## src/rtl/pmod_input_reader_if.sv

```systemverilog
// Signal bundle between the PMOD pins, the input reader and its consumers.
// The reader drives the debounced outputs; the pin side drives pmod_in.
interface pmod_input_reader_if #(
  parameter int WIDTH    = 8,
  parameter int CNT_BITS = 8
);
  logic [WIDTH-1:0]    pmod_in;
  logic [WIDTH-1:0]    state;
  logic [WIDTH-1:0]    rise;
  logic [WIDTH-1:0]    fall;
  logic                changed;
  logic [CNT_BITS-1:0] event_count;

  modport master (
    output pmod_in,
    input  state, rise, fall, changed, event_count
  );

  modport slave (
    input  pmod_in,
    output state, rise, fall, changed, event_count
  );
endinterface

```

## src/rtl/pmod_input_reader.sv

```systemverilog
// Synchronises and debounces WIDTH PMOD pins.
// Provides clean levels, one-cycle rise/fall pulses and a wrapping rise-event counter.
module pmod_input_reader #(
  parameter int WIDTH         = 8,
  parameter int SYNC_STAGES   = 2,
  parameter int DEBOUNCE_BITS = 16,
  parameter int CNT_BITS      = 8
) (
  input  logic                  i_clk,
  input  logic                  i_rst,
  pmod_input_reader_if.slave    bus
);

  typedef enum logic {
    ST_IDLE    = 1'b0,
    ST_PENDING = 1'b1
  } chan_state_t;

  localparam logic [DEBOUNCE_BITS-1:0] CNT_ZERO = {DEBOUNCE_BITS{1'b0}};
  localparam logic [DEBOUNCE_BITS-1:0] CNT_ONE  = {{(DEBOUNCE_BITS-1){1'b0}}, 1'b1};
  localparam logic [DEBOUNCE_BITS-1:0] CNT_MAX  = {DEBOUNCE_BITS{1'b1}};

  logic [WIDTH-1:0]         r_sync [SYNC_STAGES];
  logic [WIDTH-1:0]         w_sync;
  chan_state_t              r_fsm [WIDTH];
  chan_state_t              w_fsm_nxt [WIDTH];
  logic [DEBOUNCE_BITS-1:0] r_cnt [WIDTH];
  logic [DEBOUNCE_BITS-1:0] w_cnt_nxt [WIDTH];
  logic [WIDTH-1:0]         w_accept;
  logic [WIDTH-1:0]         w_state_nxt;
  logic [WIDTH-1:0]         r_state;
  logic [WIDTH-1:0]         r_rise;
  logic [WIDTH-1:0]         r_fall;
  logic                     r_changed;
  logic [CNT_BITS-1:0]      r_event_count;

  // Metastability chain from the raw pins into the clock domain
  always_ff @(posedge i_clk or posedge i_rst) begin
    if (i_rst) begin
      for (int s = 0; s < SYNC_STAGES; s++) begin
        r_sync[s] <= {WIDTH{1'b0}};
      end
    end else begin
      r_sync[0] <= bus.pmod_in;
      for (int s = 1; s < SYNC_STAGES; s++) begin
        r_sync[s] <= r_sync[s-1];
      end
    end
  end

  assign w_sync = r_sync[SYNC_STAGES-1];

  // Per-channel debounce FSM: a change is accepted after a full window of mismatch
  always_comb begin
    w_accept = {WIDTH{1'b0}};
    for (int i = 0; i < WIDTH; i++) begin
      w_fsm_nxt[i] = r_fsm[i];
      w_cnt_nxt[i] = r_cnt[i];
      case (r_fsm[i])
        ST_IDLE: begin
          if (w_sync[i] != r_state[i]) begin
            w_fsm_nxt[i] = ST_PENDING;
            w_cnt_nxt[i] = CNT_ONE;
          end else begin
            w_fsm_nxt[i] = ST_IDLE;
            w_cnt_nxt[i] = CNT_ZERO;
          end
        end
        ST_PENDING: begin
          if (w_sync[i] == r_state[i]) begin
            w_fsm_nxt[i] = ST_IDLE;
            w_cnt_nxt[i] = CNT_ZERO;
          end else if (r_cnt[i] == CNT_MAX) begin
            w_accept[i]  = 1'b1;
            w_fsm_nxt[i] = ST_IDLE;
            w_cnt_nxt[i] = CNT_ZERO;
          end else begin
            w_cnt_nxt[i] = r_cnt[i] + CNT_ONE;
          end
        end
        default: begin
          w_fsm_nxt[i] = ST_IDLE;
          w_cnt_nxt[i] = CNT_ZERO;
        end
      endcase
    end
    w_state_nxt = (r_state & ~w_accept) | (w_sync & w_accept);
  end

  // FSM state and counters
  always_ff @(posedge i_clk or posedge i_rst) begin
    if (i_rst) begin
      for (int i = 0; i < WIDTH; i++) begin
        r_fsm[i] <= ST_IDLE;
        r_cnt[i] <= CNT_ZERO;
      end
    end else begin
      for (int i = 0; i < WIDTH; i++) begin
        r_fsm[i] <= w_fsm_nxt[i];
        r_cnt[i] <= w_cnt_nxt[i];
      end
    end
  end

  // Clean level, edge pulses aligned with the new level, and the rise counter
  always_ff @(posedge i_clk or posedge i_rst) begin
    if (i_rst) begin
      r_state       <= {WIDTH{1'b0}};
      r_rise        <= {WIDTH{1'b0}};
      r_fall        <= {WIDTH{1'b0}};
      r_changed     <= 1'b0;
      r_event_count <= {CNT_BITS{1'b0}};
    end else begin
      r_state       <= w_state_nxt;
      r_rise        <= w_accept & w_sync;
      r_fall        <= w_accept & ~w_sync;
      r_changed     <= |w_accept;
      r_event_count <= r_event_count + CNT_BITS'(|r_rise);
    end
  end

  assign bus.state       = r_state;
  assign bus.rise        = r_rise;
  assign bus.fall        = r_fall;
  assign bus.changed     = r_changed;
  assign bus.event_count = r_event_count;

endmodule

```

## src/flat_wrapper.sv

```systemverilog
// flat-port wrapper written by rule: the top's interface ports become plain ports
module pmod_input_reader_flat 
#(
  parameter int WIDTH         = 8,
  parameter int SYNC_STAGES   = 2,
  parameter int DEBOUNCE_BITS = 16,
  parameter int CNT_BITS      = 8
)
  (i_clk, i_rst, bus_pmod_in, bus_state, bus_rise, bus_fall, bus_changed, bus_event_count);
  pmod_input_reader_if #(.WIDTH(WIDTH), .CNT_BITS(CNT_BITS)) bus_i ();
  input  logic i_clk;
  input  logic i_rst;
  input wire logic [$bits(bus_i.pmod_in)-1:0] bus_pmod_in;
  output wire logic [$bits(bus_i.state)-1:0] bus_state;
  output wire logic [$bits(bus_i.rise)-1:0] bus_rise;
  output wire logic [$bits(bus_i.fall)-1:0] bus_fall;
  output wire logic [$bits(bus_i.changed)-1:0] bus_changed;
  output wire logic [$bits(bus_i.event_count)-1:0] bus_event_count;
  assign bus_i.pmod_in = bus_pmod_in;
  assign bus_state = bus_i.state;
  assign bus_rise = bus_i.rise;
  assign bus_fall = bus_i.fall;
  assign bus_changed = bus_i.changed;
  assign bus_event_count = bus_i.event_count;
  pmod_input_reader #(.WIDTH(WIDTH), .SYNC_STAGES(SYNC_STAGES), .DEBOUNCE_BITS(DEBOUNCE_BITS), .CNT_BITS(CNT_BITS)) u_core (.i_clk(i_clk), .i_rst(i_rst), .bus(bus_i));
endmodule
```

## config.mk

```make
export PLATFORM = sky130hd
export DESIGN_NAME = pmod_input_reader_flat
export DESIGN_NICKNAME = d
export VERILOG_FILES = /design/src/rtl/pmod_input_reader_if.sv /design/src/rtl/pmod_input_reader.sv /design/src/flat_wrapper.sv
export SDC_FILE = /design/constraint.sdc
export NUM_CORES = 1
export LEC_CHECK = 0
export ABC_AREA = 1
export ABC_CLOCK_PERIOD_IN_PS = 6900
export CAP_MARGIN = 20
export CORE_AREA = 2 2 131 133
export CTS_BUF_LIST = sky130_fd_sc_hd__clkbuf_16
export DETAILED_ROUTE_END_ITERATION = 10
export DIE_AREA = 0 0 133 135
export PLACE_DENSITY = 0.75
export RECOVER_POWER = 50
export SYNTH_ARGS = -nofsm -noshare
export SYNTH_HDL_FRONTEND = slang
export SYNTH_SLANG_ARGS = --single-unit
```

## constraint.sdc

```tcl
create_clock -name i_clk -period 6.9 [get_ports i_clk]
set_input_delay 1.725 -clock i_clk [delete_from_list [all_inputs] [get_ports i_clk]]
set_output_delay 1.725 -clock i_clk [all_outputs]
set_load 0.05 [all_outputs]
```

==> results of run 1 <==
where the power goes:
part	internal [W]	total, W	leakage, nW	switching [W]
registers	0.00111	0.00112	2.52	0.0000145
clock network	0.000484	0.000949	0.287	0.000465
logic	0.0000262	0.0000998	2.01	0.0000736
total	0.00162	0.00217	4.81	0.000554
worst min-delay path by stage:
stage,end,cells after the start
floorplan,u_core.w_sync[0],0
global placement,u_core.w_sync[7],0
detailed placement,u_core.w_sync[7],0
CTS,u_core.w_sync[7],0
global route,u_core.w_sync[7],0
finish,u_core.w_sync[7],0
placed cells by master (no fill, tap or decap), types with 2 or more instances in the layout:
master           count
nand2_1            252
nor2_1             220
dfrtp_1            185
inv_1              174
nand3_1             55
nor3_1              34
clkdlybuf4s50_1     33
o21ai_0             31
xor2_1              27
a21oi_1             20
clkbuf_16           17
xnor2_1             15
nor2_2              11
ha_1                10
dlygate4sd3_1        9
nor3b_1              8
o21bai_1             7
nand4_1              5
inv_6                5
nand2_2              4
nor3_2               4
nor2_4               3
and3_1               3
a31o_2               3
a31oi_1              3
clkinv_4             3
clkinv_8             3
inv_8                3
nor4_1               2
a21boi_0             2
per-layer routing:
| layer | vias to the layer above | part of all wire, % | routed length [um] | track usage (%) |
|---|---|---|---|---|
| met3 | 16 | 3.0 | 488 | 4.13 |
| met4 | 0 | 1.4 | 230 | 6.99 |
| met2 | 83 | 48 | 7890 | 35.1 |
| met5 | - | 0 | 0 | 0 |
| met1 | 3093 | 48 | 7840 | 26.6 |
| li1 | 3468 | - | - | - |
through the flow:
step / worst slack [ps] / std cells / instance area [sq um] / util (%) / total power, W
finish: 2580 / 1382 / 10000 / 61.0 / 0.00217
global route: 1940 / 1382 / 10000 / 61.0 / 0.00227
global placement: 3290 / 1350 / 9560 / 58.3 / 0.00125
CTS: 3430 / 1382 / 10100 / 61.8 / 0.00220
detailed placement: 3280 / 1350 / 9560 / 58.3 / 0.00125
floorplan: 146 / 1095 / 8900 / - / 0.00122
final cells by class:
| type | count | share of cell area, % |
|---|---|---|
| clock inverters | 15 | 1.58 |
| well taps | 220 | 2.75 |
| clock buffers | 17 | 4.25 |
| repair buffers | 43 | 4.28 |
| flip-flops and latches | 185 | 46.3 |
| multi-input cells | 725 | 34.2 |
| inverters | 177 | 6.68 |
flip-flops by register name (all words and copies together) (netlist names), named ones only:
name and count:
u_core.bus.rise 8, u_core.w_sync 8, u_core.r_cnt 128, u_core.bus.fall 8, u_core.bus.changed 1, u_core.r_sync 8
u_core.bus.event_count 8, u_core.r_fsm 8
cell families (layout without fill, tap and decap cells):
kind of cell,after synthesis,in the layout,share of synthesized area [%]
AOI/OAI and AO/OA,68,68,4.65
xor gates and xnor gates,42,42,4.13
adders and majority gates,10,10,1.41
buffers and inverters,185,252,8.09
DFF,185,185,52.0
and+or+nand+nor,605,605,29.7
==> qor.yml, run 1 <==
hpwl_um: 11500
endpoint: "u_core.bus.event_count[7]"
cts.sinks: 185
reg2regPathDepth: 8
drt-wirelength-per-cell_um: 11.9
vias: 6660
r2r_end: "u_core.r_cnt[4]"
gr-total-overflow: 0
r2r_start: "u_core.r_cnt[0]"
cp.required_ps: 7430
finClkSkew_ps: 8.10
die_w_um: 133
io_pins: 43
synth_top_area_cell: "dfrtp_1"
whs_ps: 350
setup_violations: 0
die_area_sq_um: 18000
synth.distinct_cells: 37
yosysTopAreaCellShare_pct: 52.0
final_hold_viol_count: 0
n_antenna_cell: 0
power_leakage_nw: 4.81
rsz0062_at_grt: "false"
synth_most_common_cell: "nand2_1"
initialDrtViolationCount: 380
max-slew-margin-rel_pct: -88.5
cts_tree: "done"
avgSynthCellArea_sq_um: 8.13
synth_nets: 1115
totalWireLength_um: 16400
initial_core_util_pct: 54.3
multi_input_area_sq_um: 3420
worstMarginPinSlew_ps: 2830
slowest_delay_ps: 1760
end_kind: "async pin"
cts_buffers: 17
outcome: "finished with violations"
cp.depth: 3
clockBufferDepth: 2
worstHoldStart: "u_core.r_sync[15]"
syn_area_sq_um: 8900
fill_cells: 1437
core-area_sq_um: 16400
die_h_um: 135
maxCapViolations: 1
crit_arrival_ps: 4850
cp_max_fo: 139
ys_ff_latch: 185
synth-async-reset-ratio_pct: 100
yosysWarnings: 0
viasPerCell: 4.82
cts_hold_buf: 0
num_rows: 47
ir_drop_mv: 0.216
gr-usage-all-layers_pct: 20.6
cts_resized: 0
critPathBufInv: 3
yosysSeqAreaShare_pct: 52.0
cpMaxStageDelayCell: "clkinvlp_4"
dr.pass1.iters: 5
worstPathCellList: "dlygate4sd3_1 -> clkinvlp_4 -> buf_4"
fmax_ghz: 0.232
antenna_found_initial: 0
final.setup.tns_ps: 0
htreeDepth: 4
p_per_area_nw_per_um2: 217
slew_violations: 140
path_clk_slew_ps: 70
violations: "max-capacitance violations, max-slew violations"
drc: 0
regToRegSetupSlack_ps: 3960
port_buffers: 42
grt_first_pass_wirelength_um: 29800
grt_max_degree: 140
worstSetupPathType: "in -> async"
ys_top_cells_by_count: "nand2_1 (249), nor2_1 (207), dfrtp_1 (185)"
post_cts_buffers: 0
ant_nets: 0
netlist_instances: 1095
synth_edf_count: 0
finalCritPeriodShare_pct: 62.6
hp-class: "reg -> reg"
cp_top_family: "buffers and inverters"
period_needed_ps: 4320
ys.flop_type: "dfrtp_1"
area.growth.synth_to_final_pct: 12.4
fin_nets: 1169
seqCellArea_sq_um: 4630
clock_latency_ps: 440
gp_congestion: 0.863
setup.worst_path.start: "i_rst"
grt_pass1_vias: 6730
synthTopCellsByArea: "dfrtp_1 (52%), nand2_1 (10%), nor2_1 (8.7%)"
drive_above_1_share_pct: 5.34
start_kind: "input pin"
clockRootBuffer: "clkbuf_16"
(Power assumes the default switching activity.)
==> run 2, diff against run 1 <==
ABC_CLOCK_PERIOD_IN_PS = 4200   (was 6900)
CORE_AREA = 2 2 125 127   (was 2 2 131 133)
DIE_AREA = 0 0 127 129   (was 0 0 133 135)
PLACE_DENSITY = 0.79   (was 0.75)
clock period = 4.2 ns   (was 6.9 ns; I/O delays follow)
==> run 2 against run 1 <==
  * The flow now finishes without violations
  * First-iteration DRC count grew 11%
  * Via count is 1.3% higher
  * Global-route usage rose by 1.5 points
  * Sequential share of layout area decreased by 0.29 points
  * Total power is 63% higher
  * Die area down 8.8%
  * Routed wire length shrank 1.1%
  * Clock-buffer cell count unchanged
  * Combinational power increased by 77%
  * Largest cell class unchanged
==> qor.yml, run 2 (synthesized netlist as in run 1, its figures left out) <==
sw_frac_of_total_pct: 22.6  # -2.9 points
slew_violations: 0  # -100%
ant_nets: 0  # unchanged
p_per_area_nw_per_um2: 351  # +62%
drt-wirelength-per-cell_um: 12.0  # +0.97%
end_kind: "primary output"
core-area_sq_um: 15000  # -8.7%
initial_core_util_pct: 59.4  # +5.2 points
seqPwrFrac_pct: 52.1  # +0.4 points
vias: 6745  # +1.3%
cts.sinks: 185  # unchanged
final.setup.tns_ps: 0  # unchanged
dp_cells: 1321  # -2.1%
outcome: "completed"
gr-total-overflow: 0  # unchanged
path_clk_slew_ps: 60  # about the same
area.growth.synth_to_final_pct: 13.1
max-slew-margin-rel_pct: 22.6  # +110 points
viasPerCell: 4.99  # +3.4%
htreeDepth: 4  # unchanged
worstMarginPinSlew_ps: 1160  # -1670 ps
worstSetupPathType: "reg -> out"
cpMaxStageDelayCell: "clkdlybuf4s50_1"
gr-usage-all-layers_pct: 22.1  # +1.5 points
drc: 0  # unchanged
fin_total_pwr_w: 0.00354  # +63%
hpwl_um: 11800  # +2.8%
n_antenna_cell: 0  # unchanged
clockRootBuffer: "clkbuf_16"
pwr-share-clk_pct: 42.9  # -0.8 points
dr.pass1.iters: 5  # unchanged
rsz0062_at_grt: "false"
gp_congestion: 0.860  # -0.39%
p_int_w: 0.00274  # +69%
top_register: "u_core.r_cnt"
die_h_um: 129  # -4.4%
layout_setup_ws_ps: 1430  # -1150 ps
ir_drop_mv: 0.436  # +100%
finClkSkew_ps: 7.48  # -0.622 ps
io_pins: 43  # unchanged
period_needed_ps: 2770
cts_buffers: 17  # unchanged
crit_arrival_ps: 1720  # -3130 ps
cts_tree: "done"
hp-class: "reg -> reg"
totalWireLength_um: 16300  # -1.1%
cp.required_ps: 3150  # -4280 ps
critPathBufInv: 1  # -2
antenna_found_initial: 0  # unchanged
num_rows: 45  # -4.3%
finalCritPeriodShare_pct: 65.9
combPwrFrac_pct: 5.0  # +0.4 points
cts_hold_buf: 0  # unchanged
die_area_sq_um: 16400  # -8.8%
die_w_um: 127  # -4.5%
post_cts_buffers: 0  # unchanged
slowest_delay_ps: 840  # -920 ps
final_hold_viol_count: 0  # unchanged
port_buffers: 42  # unchanged
setup_violations: 0  # unchanged
fmax_ghz: 0.361
stdcell_count: 1353  # -2.1%
worstPathCellList: "clkdlybuf4s50_1"
cp_top_family: "buffers and inverters"
grt_pass1_vias: 6687  # -0.64%
power.net_switching_w: 0.000799  # +44%
maxCapViolations: 0  # -1
start_kind: "register"
grt_max_degree: 51  # -64%
fin_nets: 1173  # +0.34%
clockBufferDepth: 2  # unchanged
cp_max_fo: 2  # -99%
largest_register_ffs: 128  # unchanged
initialDrtViolationCount: 420  # +11%
layout_commonest_cell: "nand2_1"
whs_ps: 349  # -1.13 ps
grt_first_pass_wirelength_um: 29200  # -1.8%
drive_above_1_share_pct: 6.70  # +1.4 points
clock_latency_ps: 420  # -20 ps
power_leakage_nw: 4.84  # +0.65%
cts_resized: 0  # unchanged
place_ws_ps: 1690  # -1590 ps
final_cell_mix: "nand2_1 (250), nor2_1 (214), dfrtp_1 (185)"
==> run 2: layer usage <==
| layer | track usage (%) | share of wire, % | up-vias |
|---|---|---|---|
| li1 | - | - | 3479 |
| met1 | 27.9 | 46 | 3155 |
| met2 | 37.5 | 48 | 93 |
| met3 | 5.16 | 3.4 | 18 |
| met4 | 8.14 | 2.4 | 0 |
| met5 | 0 | 0 | - |
==> run 2: layout make-up <==
type	instances	area [sq um]
fillers	1220	4910
flip-flops and latches	185	4630
multi-input cells	725	3490
inverters	177	666
repair buffers	47	493
clock buffers	17	425
well taps	188	235
clock inverters	14	133
==> run 2: power by group through the flow <==
stage	sequential [W]	clock [W]	combinational [W]
global placement	0.00188	0	0.000179
CTS	0.00184	0.00155	0.000186
floorplan	0.00187	0	0.000140
global route	0.00185	0.00164	0.000209
detailed placement	0.00188	0	0.000184
finish	0.00184	0.00152	0.000177
==> run 2: metrics by stage <==
stage | util (%) | cell area, sq um
after global routing | 67.2 | 10100
after global placement | 63.9 | 9570
after floorplan | - | 8910
after CTS | 67.7 | 10100
after detailed placement | 63.9 | 9570
final | 67.2 | 10100
==> run 2: final timing paths <==
| path | slack (ps) | cells after the start | from | to |
|---|---|---|---|---|
| min reg2reg | 350 | 0 | u_core.r_sync[15] | u_core.w_sync[7] |
| max reg2reg | 2270 | 6 | u_core.r_cnt[80] | u_core.r_cnt[80] |
| max | 1430 | 1 | u_core.bus.rise[3] | bus_rise[3] |
| min | 350 | 0 | u_core.r_sync[15] | u_core.w_sync[7] |
| min in group asynchronous | 980 | 2 | i_rst | u_core.w_sync[0] |
| max in group asynchronous | 1610 | 4 | i_rst | u_core.r_cnt[56] |
